## src/rtl/exu_issue_stage.sv

```systemverilog
// ID->EX issue register: picks the ALU operands from the decoded instruction and holds them
// in a main register backed by a one-word skid register, so in_ready can stay registered.
module exu_issue_stage #(
   parameter int WIDTH = 32
) (
   input  logic             clk,
   input  logic             rst_n,
   input  logic             flush,
   input  logic             in_valid,
   output logic             in_ready,
   input  logic [WIDTH-1:0] in_pc,
   input  logic [WIDTH-1:0] in_rs1_data,
   input  logic [WIDTH-1:0] in_rs2_data,
   input  logic [WIDTH-1:0] in_imm,
   input  logic [3:0]       in_alu_ctrl,
   input  logic             in_src1_sel,
   input  logic [1:0]       in_src2_sel,
   input  logic [4:0]       in_rd,
   input  logic             in_wen,
   output logic             out_valid,
   input  logic             out_ready,
   output logic [3:0]       alu_ctrl,
   output logic [WIDTH-1:0] alu_in1,
   output logic [WIDTH-1:0] alu_in2,
   output logic [WIDTH-1:0] out_pc,
   output logic [4:0]       out_rd,
   output logic             out_wen
);

   typedef struct packed {
      logic [3:0]       ctrl;
      logic [WIDTH-1:0] in1;
      logic [WIDTH-1:0] in2;
      logic [WIDTH-1:0] pc;
      logic [4:0]       rd;
      logic             wen;
   } entry_t;

   function automatic logic [WIDTH-1:0] sel_src1(input logic             sel,
                                                 input logic [WIDTH-1:0] rs1,
                                                 input logic [WIDTH-1:0] pc);
      sel_src1 = sel ? pc : rs1;
   endfunction

   function automatic logic [WIDTH-1:0] sel_src2(input logic [1:0]       sel,
                                                 input logic [WIDTH-1:0] rs2,
                                                 input logic [WIDTH-1:0] imm);
      case (sel)
         2'b00:   sel_src2 = rs2;
         2'b01:   sel_src2 = imm;
         2'b10:   sel_src2 = {{(WIDTH-3){1'b0}}, 3'b100};
         default: sel_src2 = '0;
      endcase
   endfunction

   entry_t in_word_p0;
   entry_t main_p1, main_d;
   entry_t skid_p1, skid_d;
   logic   vld_p1, vld_d;
   logic   skid_vld_p1, skid_vld_d;
   logic   in_ready_q;
   logic   accept;
   logic   main_free;

   // Stage p0: operand selection on the incoming IDU word
   always_comb begin
      in_word_p0.ctrl = in_alu_ctrl;
      in_word_p0.in1  = sel_src1(in_src1_sel, in_rs1_data, in_pc);
      in_word_p0.in2  = sel_src2(in_src2_sel, in_rs2_data, in_imm);
      in_word_p0.pc   = in_pc;
      in_word_p0.rd   = in_rd;
      in_word_p0.wen  = in_wen;
   end

   assign accept    = in_valid & in_ready_q;
   assign main_free = ~vld_p1 | out_ready;

   always_comb begin
      main_d     = main_p1;
      skid_d     = skid_p1;
      vld_d      = vld_p1;
      skid_vld_d = skid_vld_p1;
      if (flush) begin
         vld_d      = 1'b0;
         skid_vld_d = 1'b0;
      end else if (main_free) begin
         if (skid_vld_p1) begin
            // Skid is older than anything arriving now, so it moves up first.
            main_d = skid_p1;
            vld_d  = 1'b1;
            if (accept) skid_d = in_word_p0;
            else        skid_vld_d = 1'b0;
         end else begin
            vld_d = accept;
            if (accept) main_d = in_word_p0;
         end
      end else if (accept) begin
         skid_d     = in_word_p0;
         skid_vld_d = 1'b1;
      end
   end

   // Stage p1: main/skid registers feeding the ALU
   always_ff @(posedge clk or negedge rst_n) begin
      if (!rst_n) begin
         main_p1     <= '0;
         skid_p1     <= '0;
         vld_p1      <= 1'b0;
         skid_vld_p1 <= 1'b0;
         in_ready_q  <= 1'b0;
      end else begin
         main_p1     <= main_d;
         skid_p1     <= skid_d;
         vld_p1      <= vld_d;
         skid_vld_p1 <= skid_vld_d;
         in_ready_q  <= ~skid_vld_d;
      end
   end

   assign in_ready  = in_ready_q;
   assign out_valid = vld_p1;
   assign alu_ctrl  = main_p1.ctrl;
   assign alu_in1   = main_p1.in1;
   assign alu_in2   = main_p1.in2;
   assign out_pc    = main_p1.pc;
   assign out_rd    = main_p1.rd;
   assign out_wen   = main_p1.wen;

endmodule

```

## config.mk

```make
export PLATFORM = sky130hd
export DESIGN_NAME = exu_issue_stage
export DESIGN_NICKNAME = d
export VERILOG_FILES = /design/src/rtl/exu_issue_stage.sv
export SDC_FILE = /design/constraint.sdc
export NUM_CORES = 1
export LEC_CHECK = 0
export BUFFER_PORTS_ARGS = -buffer_cell sky130_fd_sc_hd__buf_2
export CORE_ASPECT_RATIO = 1.25
export CORE_MARGIN = 2
export CORE_UTILIZATION = 30
export DETAILED_ROUTE_END_ITERATION = 12
export MAX_ROUTING_LAYER = met4
export PLACE_DENSITY = 0.62
export SLEW_MARGIN = 0
export SYNTH_ARGS = -nofsm -noshare
export SYNTH_HDL_FRONTEND = slang
export SYNTH_SLANG_ARGS = --single-unit
```

## constraint.sdc

```tcl
create_clock -name clk -period 1.5 [get_ports clk]
set_input_delay 0.3 -clock clk [delete_from_list [all_inputs] [get_ports clk]]
set_output_delay 0.3 -clock clk [all_outputs]
set_load 0.1 [all_outputs]
```

==> qor.yml, run 1 <==
status:
  status: "finished, violations left"
  violations: "setup timing"
synth:
  ys_seq_area_share_pct: 53.43
  synth_edf_count: 0
  syn-num-nets: 912
  yosysWarnings: 0
  synth_area_sq_mm: 0.01007
  synth_cell_type_count: 26
  synth_area_leaders: "dfrtp_1, mux2_2, mux2i_1, mux2_1, o21ai_0"
  syn_avg_cell_area_sq_um: 13.15
  syn_inst: 766
  async_flop_share_pct: 100.0
  ys_ff_latch: 215
  synth_top_area_share_pct: 53.43
  synth_ff_type: "dfrtp_1"
  synth_area_leader_cell: "dfrtp_1"
sta:
  rsz0062_at_grt: "yes"
  fin_crit_sh_pct: 114.5
  maxSlewViolCount: 0
  setup_ws_ns: -0.2170
  tightest_slew_ns: 0.4704
  finClkSkew_ns: 0.008775
  relSlewSlack_pct: 68.64
  setup_viol_count_final: 210
  max_freq_mhz: 582.4
  hold_viol: 0
  fin_crit_ns: 1.717
hold_path:
  hp-start: "in_rd[0]"
  hold_class: "in2reg"
  holdPathStages: 2
  min_to: "skid_p1[1]"
power:
  vdd_drop_max_mv: 1.616
  powerDensity_mw_per_mm2: 1564
  leakagePower_nw: 7.237
global_route:
  grt_max_degree: 39
  grt_overflow: 0
  grt_first_pass_wirelength_um: 41740
  antenna_found_initial: 2
  grt_util_all_layers_pct: 15.35
  grt_pass1_vias: 7509
worst_setup_path:
  arrival_ns: 2.12
  cp-start-kind: "register"
  crit_family: "buffers and inverters"
  worstPathRequired_ns: 1.90
  r2r_slack_ns: -0.22
  cp_common_cell: "buf_12"
  crit_path_cell_trace: "inv_4 -> a211oi_4 -> buf_12 -> buf_12 -> buf_12 -> mux2_4"
  critPathKind: "reg2reg"
  path_buf_inv: 4
  cpPeakStageDelay_ns: 0.45
  endpoint_kind: "register"
  worstRegToRegCells: 6
  rr_endpoint: "skid_p1[54]"
  r2r_start: "skid_vld_p1"
  worst-path-max-fanout: 10
  crit_path_top_delay_cell: "dfrtp_4"
  cp_num_cells: 6
drt:
  drt_iter0_drc: 327
  ant_nets: 0
  finalWirelength_um: 27850
  firstDrtPassIters: 4
  vias: 7146
  wire_per_inst_um: 18.31
  drc: 0
  viasPerCell: 4.698
cells_and_area:
  finalNonFillerCells: 1521
  final_core_util_pct: 45.37
  layout.nets: 1226
  drive_above_1_share_pct: 57.39
  area_delta_synth_final_pct: 50.09
  n_fill_cell: 2946
clocking:
  clockRootBuffer: "clkbuf_16"
  cts_sinks: 215
  tritoncts: "built"
  htreeDepth: 1
  clk_latency_ns: 0.52
  cts_buffer_depth: 3
  numCtsBuffers: 24
  cts.reportedPaths.clkPinSlew_ns: 0.06
floorplanning:
  die_area_sq_mm: 0.03506
  core_area_sq_mm: 0.03331
  boundaryPins: 254
  die_h_um: 208.8
  die_x_um: 167.9
  fp-row-count: 75
  start_util_pct: 30.23
placed_design:
  gp_congestion: 0.7408
  dp_worst_setup_slack_ns: -0.2499
  dp_hpwl_um: 17880
  port_buffers: 253
  dp_cells: 1443
flow_run:
  drv_cap: 0
## through the flow
stage                     hold slack, ns  TNS [ns]  power, mW  area, sq um
final                            0.02408    -30.71      23.64        15110
after global routing             0.01793    -41.28      24.57        15110
after CTS                       0.001651    -36.37      23.35        14530
after detailed placement          0.2491    -31.30      16.28        12660
after global placement            0.2482    -26.91      16.12        12660
after floorplan                 0.004409    -49.59      14.45        10330
## state kept, by name, summed over array words and instances (netlist names)
name,count
alu_ctrl,4
alu_in1,32
alu_in2,32
in_ready,1
out_pc,32
out_rd,5
out_valid,1
out_wen,1
skid_p1,106
skid_vld_p1,1
## power by group
group	total (mW)	internal [mW]	switching, mW
Clock	5.94	3.52	2.42
Combinational	9.54	3.47	6.06
Sequential	8.17	7.24	0.924
## cell usage after synthesis (2+ instances only)
library cell and count:
a21oi_1 2, buf_2 27, buf_4 9, clkbuf_1 13, dfrtp_1 215, inv_1 32, mux2_1 34, mux2_2 210
mux2i_1 95, nand2_1 41, nand2b_1 3, nor2_1 31, nor2b_1 2, o21ai_0 40
## repair_timing
action,in CTS,in global routing
endpoints found under the setup margin,306,268
gates resized for setup,232,114
gates cloned,6,8
buffers inserted,13,9
hold buffers,5,0
hold endpoints to repair,33,0
pin swaps,0,1
## kinds of logic (layout without fill, tap and decap cells)
family	after synthesis	in the layout	synth area share [%]
AOI/OAI and AO/OA	47	47	2.609
DFF	215	215	53.43
and+or+nand+nor	81	81	3.268
adders and majority gates	1	1	0.09941
buffers and inverters	83	413	3.864
muxes	339	339	36.73
other	0	2	0
## how the worst max path moves through the flow
stage,startpoint,end
after global placement,out_valid,out_pc[16]
final,skid_vld_p1,skid_p1[54]
after floorplan,out_valid,alu_in1[0]
after global routing,skid_vld_p1,skid_p1[60]
after detailed placement,out_valid,out_rd[4]
after CTS,out_valid,out_pc[13]
## layout make-up
class	count	area (sq um)	share of cell area, %
sequential	215	5391	35.67
multi-input combinational	468	4926	32.59
timing repair buffer	338	3341	22.10
clock buffer	36	726.9	4.810
tap	423	529.3	3.502
inverter	33	126.4	0.8362
clock inverter	6	67.56	0.4471
antenna	2	5.005	0.03312
## cells in the final DEF (no fill, tap or decap), drive strengths merged
cell type	synthesis	layout
dlygate4sd3	0	5
clkinv	0	2
or2	1	1
a2111oi	1	1
a211o	1	1
a2bb2oi	1	1
a31oi	1	1
o21ai	40	40
inv	33	34
maj3	1	1
clkbuf	13	44
nor3	2	2
clkinvlp	0	2
and2	1	1
diode	0	2
nor2	31	31
a211oi	1	1
mux2	244	244
mux2i	95	95
nand2	41	41
dfrtp	215	215
a21oi	2	2
buf	37	325
bufinv	0	1
nand2b	3	3
nor2b	2	2
## layer usage
layer,GRT usage (%),vias to the layer above,part of all wire (%)
li1,-,3309,-
met3,3.428,39,6.3
met2,24.69,224,48
met4,4.258,0,2.2
met5,-,-,0
met1,19.53,3574,44
(Power assumes the default switching activity.)
==> run 2, diff against run 1 <==
Settings changed: GPL_TIMING_DRIVEN set to 0, SKIP_CTS_REPAIR_TIMING set to 1.
==> run 2 against run 1 <==
The run still ends with setup timing left. Hold slack worse by 0.0091 ns. Sequential power fell by 2%. Clock skew increased by 0.0010 ns. Largest cell class unchanged. Largest power group unchanged.
==> qor.yml, run 2 (synthesis results as in run 1) <==
status:
  status: "finished, violations left"
  violations: "setup timing"
clocking:
  cts.reportedPaths.clkPinSlew_ns: 0.06  # about the same
  clk_latency_ns: 0.53  # about the same
  tritoncts: "built"
  cts_sinks: 215  # unchanged
  htreeDepth: 1  # unchanged
  cts_buffer_depth: 3  # unchanged
  numCtsBuffers: 24  # unchanged
  clockRootBuffer: "clkbuf_16"
floorplanning:
  die_area_sq_mm: 0.03506  # unchanged
  core_area_sq_mm: 0.03331  # unchanged
  fp-row-count: 75  # unchanged
  start_util_pct: 30.23  # unchanged
  boundaryPins: 254  # unchanged
  die_x_um: 167.9  # unchanged
  die_h_um: 208.8  # unchanged
cells_and_area:
  drive_above_1_share_pct: 56.47  # -0.92 points
  largest_reg_flops: 106  # unchanged
  area_delta_synth_final_pct: 38.37
  final_common_cell: "buf_2"
  regMostFlops: "skid_p1"
  layout.nets: 1230  # +0.33%
  finalNonFillerCells: 1523  # +0.13%
  layout_common_cells: "buf_2, dfrtp_1, mux2_2, mux2i_1, mux2_4"
  fin_area_sq_mm: 0.01393  # -7.8%
sta:
  tightest_slew_ns: 0.5467  # +0.07638 ns
  fin_crit_ns: 1.750  # +0.03295 ns
  rsz0062_at_grt: "yes"
  fin_crit_sh_pct: 116.7  # +2.2 points
  maxSlewViolCount: 0  # unchanged
  hold_viol: 0  # unchanged
  finClkSkew_ns: 0.009816  # +0.001041 ns
  setup_viol_count_final: 312  # +49%
  relSlewSlack_pct: 63.55  # -5.1 points
  setup_ws_ns: -0.2499  # -0.03295 ns
  max_freq_mhz: 571.4  # -1.9%
global_route:
  grt_overflow: 0  # unchanged
  grt_pass1_vias: 7231  # -3.7%
  grt_util_all_layers_pct: 15.46  # +0.11 points
  grt_first_pass_wirelength_um: 41120  # -1.5%
  antenna_found_initial: 2  # unchanged
  grt_max_degree: 92  # +140%
worst_setup_path:
  r2r_start: "out_valid"
  worst-path-max-fanout: 8  # -2
  rr_endpoint: "alu_in2[26]"
  endpoint_kind: "register"
  worstRegToRegCells: 6  # unchanged
  r2r_slack_ns: -0.25  # -0.03 ns
  arrival_ns: 2.16  # +0.04 ns
  cp-start-kind: "register"
  worstPathRequired_ns: 1.91  # about the same
  critPathKind: "reg2reg"
placed_design:
  dp_hpwl_um: 18980  # +6.1%
  port_buffers: 250  # -1.2%
  gp_congestion: 0.7889  # +6.5%
  dp_cells: 1441  # -0.14%
  place_area_sq_mm: 0.01218  # -3.8%
power:
  leakagePower_nw: 6.748  # -6.8%
  vdd_drop_max_mv: 1.044  # -35%
  fin_total_pwr_mw: 22.28  # -5.8%
  powerDensity_mw_per_mm2: 1599  # +2.2%
hold_path:
  hp-start: "in_rd[0]"
  min_to: "skid_p1[1]"
  hold_class: "in2reg"
  holdPathStages: 2  # unchanged
flow_run:
  drv_cap: 0  # unchanged
drt:
  viasPerCell: 4.638  # -1.3%
  vias: 7064  # -1.1%
  firstDrtPassIters: 4  # unchanged
  wire_per_inst_um: 18.43  # +0.64%
  ant_nets: 0  # unchanged
  drt_iter0_drc: 299  # -8.6%
  drc: 0  # unchanged
  finalWirelength_um: 28060  # +0.77%
[run 2: changes by cell type in the layout (fill, tap and decap cells not counted), moves of 4 or more]
cell / before / now
clkbuf_4: 0 / 4
buf_12: 37 / 18
buf_4: 31 / 23
mux2_4: 154 / 75
buf_6: 100 / 11
clkbuf_1: 5 / 15
mux2_2: 90 / 169
clkbuf_2: 0 / 4
buf_2: 144 / 250
[run 2: cell type report]
class	instances	area, sq um
Fill cell	3138	19380
Inverter	33	128.9
Clock inverter	2	35.03
Tap cell	423	529.3
Antenna cell	2	5.005
Sequential cell	215	5388
Timing Repair Buffer	292	1994
Buffer	50	491.7
Clock buffer	38	734.5
Multi-Input combinational cell	468	4627
[run 2: routing by layer]
layer  routed length (um)  up-vias  GRT usage, %
met5                    0        -             -
met4                  564        0         3.928
met3                 1728       33         3.958
met2                13900      183         25.90
met1                11870     3542         18.60
li1                     -     3306             -
[run 2: worst max-delay path by stage]
stage                      startpoint           to  slack, ns  cells after the start
after floorplan             out_valid   alu_in1[0]      -0.30                      5
after detailed placement  skid_vld_p1  skid_p1[10]      -0.55                      6
after global routing        out_valid  alu_in2[30]      -0.29                      6
after CTS                 skid_vld_p1  skid_p1[10]      -0.57                      6
after global placement          rst_n    out_valid      -4.59                      1
final                       out_valid  alu_in2[26]      -0.25                      6
[run 2: worst max-delay path: stages (launching register included)]
cell	delay [ns]
dfrtp_4	0.50
nor2b_4	0.15
nor3_4	0.20
buf_12	0.17
buf_12	0.15
clkbuf_16	0.16
mux2_4	0.29
[run 2: report_power, final]
part           switching, mW  total [mW]  internal, mW  leakage [nW]
Clock                   2.38        5.87          3.49         0.378
Combinational           5.97        8.43          2.46          3.75
Sequential             0.747        7.99          7.24          2.62
Total                   9.10        22.3          13.2          6.75
[run 2: through the flow]
step	hold WS, ns	worst slack, ns	utilization (%)	setup TNS (ns)
2_1_floorplan	0.004409	-0.3014	-	-49.59
3_3_place_gp	0.4657	-4.591	36.36	-915.02
3_5_place_dp	0.2155	-0.5501	36.56	-95.18
4_1_cts	-0.3533	-0.5650	38.87	-113.54
5_1_grt	0.002831	-0.2898	41.83	-64.03
6_report	0.01499	-0.2499	41.83	-48.62
==> run 3, diff against run 2 <==
Settings changed: ABC_AREA set to 1.
==> run 3 against run 2 <==
The flow finishes with violations (hold timing, setup timing). Non-clock buffer count is the same. Clock power about the same. Critical path type is now reg2out. Synthesized cell count increased by 86%. Hold slack lost 0.24 ns. Synthesized area increased by 2.7%. Highest routed layer unchanged.
==> qor.yml, run 3 <==
drt:
  viasPerCell: 4.494  # -3.1%
  drc: 0  # unchanged
  ant_nets: 0  # unchanged
  vias: 9676  # +37%
  firstDrtPassIters: 5  # +1
  drt_iter0_drc: 510  # +71%
  finalWirelength_um: 33440  # +19%
  wire_per_inst_um: 15.53  # -16%
synth:
  synth_edf_count: 0  # unchanged
  ys_ff_latch: 215  # unchanged
  synth_cell_type_count: 18  # -31%
  synth_most_common_cell: "nand2_1"
  ys_seq_area_share_pct: 52.00  # -1.4 points
  syn-num-nets: 1570  # +72%
  synth_area_leaders: "dfrtp_1, nand2_1, o21ai_0, nand3_1, inv_1"
  synth_common_cells: "nand2_1, dfrtp_1, o21ai_0"
  syn_inst: 1424  # +86%
  synth_area_sq_mm: 0.01035  # +2.7%
  syn_avg_cell_area_sq_um: 7.266  # -45%
  async_flop_share_pct: 100.0  # unchanged
  synth_top_area_share_pct: 52.00  # -1.4 points
  synth_ff_type: "dfrtp_1"
  synth_area_leader_cell: "dfrtp_1"
  yosysWarnings: 0  # unchanged
worst_setup_path:
  crit_family: "flip-flops"
  worstPathRequired_ns: 1.20  # -0.71 ns
  path_buf_inv: 1  # -2
  crit_path_top_delay_cell: "dfrtp_4"
  cpPeakStageDelay_ns: 0.51  # about the same
  critPathKind: "reg2out"
  cp-start-kind: "register"
  crit_path_cell_trace: "buf_12"
  arrival_ns: 1.22  # -0.94 ns
  worst-path-max-fanout: 2  # -6
  endpoint_kind: "output port"
floorplanning:
  start_util_pct: 30.22  # about the same
  die_x_um: 170.1  # +1.3%
  die_area_sq_mm: 0.03600  # +2.7%
  fp-row-count: 76  # +1.3%
  die_h_um: 211.6  # +1.3%
  boundaryPins: 254  # unchanged
  core_area_sq_mm: 0.03423  # +2.8%
power:
  vdd_drop_max_mv: 0.7855  # -25%
  powerDensity_mw_per_mm2: 1548  # -3.2%
  leakagePower_nw: 7.996  # +18%
global_route:
  grt_pass1_vias: 9504  # +31%
  grt_first_pass_wirelength_um: 51470  # +25%
  antenna_found_initial: 2  # unchanged
  grt_max_degree: 119  # +29%
  grt_util_all_layers_pct: 18.75  # +3.3 points
  grt_overflow: 0  # unchanged
cells_and_area:
  drive_above_1_share_pct: 22.42  # -34 points
  final_common_cell: "nand2_1"
  fin_area_sq_mm: 0.01402  # +0.59%
  area_delta_synth_final_pct: 35.47
  layout.nets: 1853  # +51%
  regMostFlops: "skid_p1"
  layout_common_cells: "nand2_1, dfrtp_1, buf_2, buf_6, o21ai_0"
  largest_reg_flops: 106  # unchanged
  n_fill_cell: 3529  # +12%
  multi_input_area_sq_mm: 0.004214  # -8.9%
  seq_area_sq_mm: 0.005389  # about the same
flow_run:
  drv_cap: 0  # unchanged
sta:
  fin_crit_sh_pct: 101.4  # -15 points
  setup_ws_ns: -0.02059  # +0.2294 ns
  max_freq_mhz: 657.6  # +15%
  fin_crit_ns: 1.521  # -0.2294 ns
  setup_viol_count_final: 2  # -99%
  tightest_slew_ns: 0.7970  # +0.2503 ns
  maxSlewViolCount: 0  # unchanged
  finClkSkew_ns: 0.01822  # +0.008401 ns
  rsz0062_at_grt: "yes"
  hold_ws_ns: -0.2289  # -0.2439 ns
  finalSetupTns_ns: -0.02861  # +48.59 ns
  hold_viol: 97  # +97
  relSlewSlack_pct: 46.86  # -17 points
placed_design:
  place_area_sq_mm: 0.01218  # about the same
  dp_hpwl_um: 24700  # +30%
  gp_congestion: 0.8510  # +7.9%
  port_buffers: 251  # +0.40%
clocking:
  clk_latency_ns: 0.54  # about the same
  cts_sinks: 215  # unchanged
  cts_buffer_depth: 3  # unchanged
  clockRootBuffer: "clkbuf_16"
  cts.reportedPaths.clkPinSlew_ns: 0.06  # about the same
  tritoncts: "built"
  htreeDepth: 1  # unchanged
  numCtsBuffers: 24  # unchanged
status:
  violations: "hold timing, setup timing"
  status: "finished, violations left"
hold_path:
  hold_class: "in2async"
[run 3: worst register-to-register path, delay by kind of cell, from the launching register on]
family	cells	cell delay [ns]
compound gates	1	0.06
buf+inv	4	0.64
flops	1	0.34
simple gates	3	0.36
[run 3: logic make-up after synthesis]
group / share of synthesized area, %
flops: 52.00
buf+inv: 7.776
compound gates: 5.781
simple gates: 34.44
[run 3: path summary, 6_finish.rpt]
path,start,to,slack (ns),cells after the start
worst max-delay path,in_ready,in_ready,-0.02,1
worst min-delay path,rst_n,out_rd[1],-0.23,1
worst max register to register,skid_vld_p1,skid_p1[3],-0.01,8
worst min register to register,out_pc[25],out_pc[25],0.48,2
max in group asynchronous,rst_n,alu_in1[28],0.64,2
min in group clk,flush,out_valid,0,2
[run 3: area by class of cell]
class | count | area share, %
plain buffers | 85 | 5.053
diodes | 2 | 0.03571
clock inverters | 6 | 0.4106
multi-input cells | 1041 | 30.07
clock buffers | 35 | 5.088
inverters | 83 | 2.366
flip-flops and latches | 215 | 38.45
well taps | 429 | 3.830
repair buffers | 257 | 14.70
[run 3: metrics by stage]
step	worst slack [ns]	hold WS, ns	utilization, %	instances	total power [mW]
3_3_place_gp	-4.512	0.4584	35.48	2104	14.85
6_report	-0.02059	-0.2289	40.94	2153	21.70
2_1_floorplan	0.02569	0.004409	-	1424	13.31
3_5_place_dp	-0.1902	0.3963	35.59	2105	14.96
5_1_grt	-0.07433	-0.1505	40.94	2153	22.72
4_1_cts	-0.2387	-0.1888	37.84	2146	20.94
[run 3: where the power goes]
| part | switching (mW) | leakage (nW) | total (mW) | internal (mW) |
|---|---|---|---|---|
| Sequential | 0.843 | 2.73 | 7.92 | 7.08 |
| Combinational | 5.79 | 4.89 | 7.88 | 2.09 |
| Clock | 2.45 | 0.380 | 5.89 | 3.45 |
[run 3: per-layer routing]
layer / track usage (%) / wire length [um]
met3: 2.187 / 1512
met1: 23.28 / 14320
met2: 31.68 / 16650
met4: 6.454 / 960
met5: - / 0
